**config.mk**
```make
export PLATFORM = sky130hd
export DESIGN_NAME = lsu_bram_ctrl
export DESIGN_NICKNAME = d
export VERILOG_FILES = /design/src/rtl/lsu_bram_ctrl.sv
export SDC_FILE = /design/constraint.sdc
export NUM_CORES = 1
export LEC_CHECK = 0
export CAP_MARGIN = 30
export CORE_MARGIN = 10
export CORE_UTILIZATION = 43
export CTS_CLUSTER_DIAMETER = 200
export CTS_CLUSTER_SIZE = 12
export DETAILED_ROUTE_END_ITERATION = 12
export GPL_TIMING_DRIVEN = 0
export PLACE_DENSITY = 0.82
export SYNTH_ARGS = -nofsm -noshare
export SYNTH_HDL_FRONTEND = slang
export SYNTH_SLANG_ARGS = --single-unit
```
**constraint.sdc**
```tcl
create_clock -name CLK -period 5.7 [get_ports CLK]
set_clock_uncertainty 0.15 [all_clocks]
set_input_delay 1.14 -clock CLK [delete_from_list [all_inputs] [get_ports CLK]]
set_output_delay 1.14 -clock CLK [all_outputs]
set_load 0.02 [all_outputs]
```
**src/rtl/lsu_bram_ctrl.sv**
```systemverilog
// lsu_bram_ctrl: load/store initiator between the memory stage and four
// byte-lane data BRAM banks (bank i holds byte i of every word).
//
// Ports:
//   CLK, RST                 clock, async active-high reset
//   REQ_VALID/READY          request handshake
//   REQ_WE, REQ_FUNCT3       store/load, RV32 size + signedness
//   REQ_ADDR, REQ_WDATA      byte address, LSB-aligned store data
//   RSP_VALID/READY          response handshake
//   RSP_RDATA, RSP_ERR       extended load data, illegal-funct3 flag
//   BANK_W_ADDR/R_ADDR       per-lane word addresses, packed lane-major
//   BANK_WE/RE               per-lane enables
//   BANK_DIN/DOUT            per-lane bytes; DOUT is registered (1-cycle)

// One lane: which request byte lands here, and at which word.
module lsu_bram_lane #(
  parameter int WA   = 6,
  parameter int LANE = 0
) (
  input  logic [1:0]    ofs,
  input  logic [WA-1:0] word,
  input  logic [2:0]    nbytes,
  input  logic [31:0]   wdata,
  output logic          used,
  output logic [WA-1:0] addr,
  output logic [7:0]    din
);
  logic [1:0] k;

  // k = (LANE - ofs) mod 4 is the request byte index mapped to this lane
  assign k    = 2'(LANE) - ofs;
  assign used = ({1'b0, k} < nbytes);
  // a used lane below the start offset holds bytes that spilled into the
  // next word; the WA-bit add wraps top-of-memory back to word 0
  assign addr = (used && (2'(LANE) < ofs)) ? word + WA'(1) : word;
  assign din  = wdata[8*k +: 8];
endmodule

module lsu_bram_ctrl #(
  parameter int ADDR_WIDTH = 8
) (
  input  logic                      CLK,
  input  logic                      RST,
  input  logic                      REQ_VALID,
  output logic                      REQ_READY,
  input  logic                      REQ_WE,
  input  logic [2:0]                REQ_FUNCT3,
  input  logic [ADDR_WIDTH-1:0]     REQ_ADDR,
  input  logic [31:0]               REQ_WDATA,
  output logic                      RSP_VALID,
  input  logic                      RSP_READY,
  output logic [31:0]               RSP_RDATA,
  output logic                      RSP_ERR,
  output logic [4*(ADDR_WIDTH-2)-1:0] BANK_W_ADDR,
  output logic [4*(ADDR_WIDTH-2)-1:0] BANK_R_ADDR,
  output logic [3:0]                BANK_WE,
  output logic [3:0]                BANK_RE,
  output logic [31:0]               BANK_DIN,
  input  logic [31:0]               BANK_DOUT
);
  localparam int WA = ADDR_WIDTH - 2;

  typedef enum logic [1:0] {IDLE, RESP, HOLD} state_t;
  state_t state, state_nxt;

  logic          accept, legal;
  logic [2:0]    nbytes;
  logic [1:0]    ofs;
  logic [WA-1:0] word;
  logic [3:0]    used;
  logic          capture;

  // registered request attributes for load formatting
  logic [1:0]  ofs_q, size_q;
  logic        sgn_q, load_q, err_q;
  logic [31:0] hold_data;
  logic        hold_err;

  logic [63:0] dbl;
  logic [31:0] rot, ext, fmt;

  assign ofs  = REQ_ADDR[1:0];
  assign word = REQ_ADDR[ADDR_WIDTH-1:2];

  always_comb begin
    nbytes = 3'd0;
    case (REQ_FUNCT3[1:0])
      2'b00:   nbytes = 3'd1;
      2'b01:   nbytes = 3'd2;
      2'b10:   nbytes = 3'd4;
      default: nbytes = 3'd0;
    endcase
  end

  // stores: SB/SH/SW only; loads additionally LBU/LHU
  assign legal = REQ_WE ? (REQ_FUNCT3[2] == 1'b0 && REQ_FUNCT3[1:0] != 2'b11)
                        : (REQ_FUNCT3[1:0] != 2'b11 &&
                           !(REQ_FUNCT3[2] && REQ_FUNCT3[1]));

  assign accept = REQ_VALID && REQ_READY;

  genvar l;
  generate
    for (l = 0; l < 4; l++) begin : g_lane
      logic [WA-1:0] addr;
      lsu_bram_lane #(.WA(WA), .LANE(l)) u_lane (
        .ofs    (ofs),
        .word   (word),
        .nbytes (nbytes),
        .wdata  (REQ_WDATA),
        .used   (used[l]),
        .addr   (addr),
        .din    (BANK_DIN[8*l +: 8])
      );
      assign BANK_W_ADDR[l*WA +: WA] = addr;
      assign BANK_R_ADDR[l*WA +: WA] = addr;
      assign BANK_WE[l] = accept && legal &&  REQ_WE && used[l];
      assign BANK_RE[l] = accept && legal && !REQ_WE && used[l];
    end
  endgenerate

  // rotate so that request byte 0 sits at bits [7:0]
  assign dbl = {BANK_DOUT, BANK_DOUT} >> (8 * ofs_q);
  assign rot = dbl[31:0];

  always_comb begin
    ext = rot;
    case (size_q)
      2'b00:   ext = sgn_q ? {{24{rot[7]}},  rot[7:0]}  : {24'd0, rot[7:0]};
      2'b01:   ext = sgn_q ? {{16{rot[15]}}, rot[15:0]} : {16'd0, rot[15:0]};
      default: ext = rot;
    endcase
  end

  assign fmt = (load_q && !err_q) ? ext : 32'd0;

  // RESP stalled: BANK_DOUT may be overwritten later, so freeze the result
  assign capture = (state == RESP) && !RSP_READY;

  always_ff @(posedge CLK or posedge RST) begin
    if (RST) begin
      state     <= IDLE;
      ofs_q     <= 2'd0;
      size_q    <= 2'd0;
      sgn_q     <= 1'b0;
      load_q    <= 1'b0;
      err_q     <= 1'b0;
      hold_data <= 32'd0;
      hold_err  <= 1'b0;
    end else begin
      state <= state_nxt;
      if (accept) begin
        ofs_q  <= ofs;
        size_q <= REQ_FUNCT3[1:0];
        sgn_q  <= !REQ_FUNCT3[2];
        load_q <= !REQ_WE;
        err_q  <= !legal;
      end
      if (capture) begin
        hold_data <= fmt;
        hold_err  <= err_q;
      end
    end
  end

  always_comb begin
    state_nxt = state;
    REQ_READY = 1'b0;
    RSP_VALID = 1'b0;
    RSP_RDATA = 32'd0;
    RSP_ERR   = 1'b0;
    case (state)
      IDLE: begin
        REQ_READY = !RST;
        if (REQ_VALID && !RST) state_nxt = RESP;
      end
      RESP: begin
        RSP_VALID = 1'b1;
        RSP_RDATA = fmt;
        RSP_ERR   = err_q;
        // a new accept here is safe: the consumer retires this response now
        REQ_READY = RSP_READY && !RST;
        if (RSP_READY) state_nxt = (REQ_VALID && !RST) ? RESP : IDLE;
        else           state_nxt = HOLD;
      end
      HOLD: begin
        RSP_VALID = 1'b1;
        RSP_RDATA = hold_data;
        RSP_ERR   = hold_err;
        if (RSP_READY) state_nxt = IDLE;
      end
      default: state_nxt = IDLE;
    endcase
    // outputs are quiet while reset is held
    if (RST) begin
      RSP_VALID = 1'b0;
      RSP_RDATA = 32'd0;
      RSP_ERR   = 1'b0;
    end
  end
endmodule
```
==> summary.txt <==
Route
  • Detailed Route Iter0 Violations: approximately 280
  • M1 WL: 6.691 mm
  • Drt drc: 0
  • Iteration count of the initial detailed-routing pass: 5
  • WL final: 18.14 mm
  • Met3 wire length: 2.237 mm
  • DR vias: 4704
  • WL met2: 8.874 mm
  • Top Metal Used: met4
  • DRT antenna net count: 0
  • Drt wl/cell: 22.36 µm
  • Vias per cell: 5.800

Setup path
  • Endpoint type of the worst setup path: output port
  • WP data required: 4410 ps
  • Crit path DAT: 4280 ps
  • CP Class: in2out
  • Cells on worst reg2reg path: 6
  • R2r startpoint: ofs_q[1]$_DFFE_PP0N_
  • Crit path launch type: input pin
  • Worst Setup SP: REQ_ADDR[1]
  • Crit Path Max Fanout: 10

Yosys
  • Synth Instances: 467
  • Count of state elements after synthesis: 42
  • Unique masters post-synth: 55
  • Synth warn: 0
  • Register area share after synthesis: 23.26%
  • Top cell type's share of synthesized area: 23.26%
  • Top cell type by total area after synthesis: dfrtp_1
  • Cell area after synthesis: 4519 µm²
  • Post-synth top flop: dfrtp_1
  • Most common cell in the netlist: nand2_1
  • Mean Syn Cell Area: ~9.7 µm²
  • Main area contributors after synthesis: dfrtp_1, mux4_2, buf_4, mux2_2, nand2_1
  • Asr flop ratio synth: 100.0%
  • Number of flops mapped to enable cells by yosys: 0
  • Syn Nets: 557
  • Post-synth top cells: nand2_1, dfrtp_1, buf_4

Run status
  • Outcome: completed

Job
  • Max cap viols: 0

Layout
  • Fillcell total: 824
  • Nets@finish: 765
  • Final Non-Filler Cells: a little over 800
  • Area grow syn2layout: 50.86%
  • Layout cell share with drive strength beyond 1: between 20% and 30%
  • Area of the multi-input gates: between 3000 and 4000 µm²
  • Ant diodes: 0
  • Register area: 1051 µm²

Floorplanning
  • Number of I/O pins: around 200
  • Initial Util: 43.97%
  • CORE AREA: roughly 10000 µm²
  • Die H: approximately 120 µm
  • Die width: 122.5 µm
  • Std cell rows: 37
  • Die area: 15010 µm²

Timing
  • Fin. Hold Viols: 0
  • Setup-failing EPs final: 0
  • Period minus WS final: 5569 ps
  • Fmax: 0.1796 GHz
  • Tightest Pin Transition: between 600 and 700 ps
  • Pins Over Slew Limit: 0
  • RSZ-0062 raised after global routing: false
  • Worst-case headroom to the max-slew limit: 54.68%
  • Tcrit/Tclk final: 97.70%

Placement
  • DP HPWL: 14.78 mm
  • Buffers on Ports: 199
  • GPL Wtd Cong: 0.9014
  • DP Cell Count: 802

Clock tree
  • Clock net sink count: 42
  • Max Root-Sink Buffers: 2
  • Reg clk slew, reported paths: ~90 ps
  • Worst-skew pair later-pin latency: 300 ps
  • CTS tree: built
  • Hold-fix buffers, CTS: 0
  • Num CTS Buffers: 5
  • Clock root cell: clkbuf_8
  • H-tree depth: 2

GRT
  • Grt total ovfl: 0
  • Largest net degree at the start of global routing: 44
  • Vias in the first global route: 4942
  • Gr usage total: between 20% and 30%
  • Initial antenna violation count: 0
  • Global-route wire length before repair: between 20 and 30 mm

Power
  • Max VDD drop: 0.1576 mV
  • Leakage Power: roughly 2.7 nW
  • Total Power: 0.002123 W
  • Power per cell area: 311.4 nW/µm²

Min path
  • Hold Crit Class: reg2reg
  • Hold path depth: 2
  • Worst Min Path Start: hold_data[1]$_DFFE_PP0P_
## routing by layer
metal | global-route usage [%] | up-vias
met5 | 0 | -
li1 | - | 2146
met2 | 40.68 | 236
met1 | 25.58 | 2303
met3 | 10.47 | 19
met4 | 5.817 | 0
## sequential cells by signal (all words and copies together) (netlist names)
register / count
size_q: 2
state: 2
ofs_q: 2
hold_data: 32
load_q: 1
sgn_q: 1
hold_err: 1
err_q: 1
## path summary, 6_finish.rpt
kind                                             to  slack, ps
min                        hold_data[1]$_DFFE_PP0P_        340
max in group asynchronous      state[0]$_DFFE_PP0P_       3880
max                                 BANK_W_ADDR[17]        130
min in group asynchronous  hold_data[3]$_DFFE_PP0P_       1140
min reg2reg                hold_data[1]$_DFFE_PP0P_        340
max reg2reg                hold_data[3]$_DFFE_PP0P_       3550
## cell usage in the layout, fill, tap and decap left out, drive strengths merged, types with 15 or more instances in the layout
cell	count
a22o	15
buf	52
clkbuf	25
clkdlybuf4s50	187
dfrtp	42
mux2	24
mux2i	19
mux4	32
nand2	52
nor2	17
o21ai	49
o22ai	15
## layout make-up
class	count	area share, %
Tap cell	136	2.496
Clock inverter	2	0.1468
Inverter	9	0.5322
Buffer	67	6.643
Clock buffer	5	1.009
Sequential cell	42	15.42
Multi-Input combinational cell	349	44.67
Timing Repair Buffer	201	29.09
## report_power, final
| group | internal [W] | leakage (nW) | switching [W] |
|---|---|---|---|
| Clock | 0.0000824 | 0.0438 | 0.000103 |
| Sequential | 0.000414 | 0.546 | 0.0000738 |
| Combinational | 0.000635 | 2.09 | 0.000815 |
| Total | 0.00113 | 2.68 | 0.000992 |
## kinds of logic (layout without fill, tap and decap cells)
| logic type | Yosys count | after routing | synth area share, % |
|---|---|---|---|
| AND/OR/NAND/NOR | 112 | 112 | 12.26 |
| buffers and inverters | 76 | 284 | 9.883 |
| adder cells (fa/ha/maj) | 10 | 10 | 2.769 |
| AO/OA/AOI/OAI | 137 | 137 | 22.43 |
| multiplexers | 75 | 75 | 26.49 |
| flip-flops | 42 | 42 | 23.26 |
| XOR/XNOR | 15 | 15 | 2.907 |
## through the flow
step / setup WS (ps) / hold slack, ps / utilization, % / area, µm² / setup TNS [ps]
6_report: 130.9 / 337.0 / 66.34 / 6818 / 0
5_1_grt: 5.998 / 366.3 / 66.34 / 6818 / 0
4_1_cts: 10.72 / 338.4 / 66.28 / 6812 / 0
3_5_place_dp: -1549 / 320.1 / 65.01 / 6681 / -27230
3_3_place_gp: -1468 / 312.7 / 65.01 / 6681 / -38600
2_1_floorplan: 102.7 / 299.7 / - / 4519 / 0
## critical path, stage by stage
cell and delay [ps]:
clkdlybuf4s50_1 570, buf_6 130, inv_1 110, ha_1 340, clkbuf_8 190, clkbuf_8 190
inv_1 50, ha_1 200, o21ba_1 170, o22a_2 270, nor3b_2 220, xor2_1 220
buf_4 140, dlygate4sd2_1 340
## what timing repair did
item	CTS	global route
cloned	0	0
pin swaps	0	0
endpoints found under the setup margin	37	34
buffers inserted	2	0
endpoints found under the hold margin	0	0
gates resized for setup	28	9
Note: power is estimated with default switching activity, not from simulation.
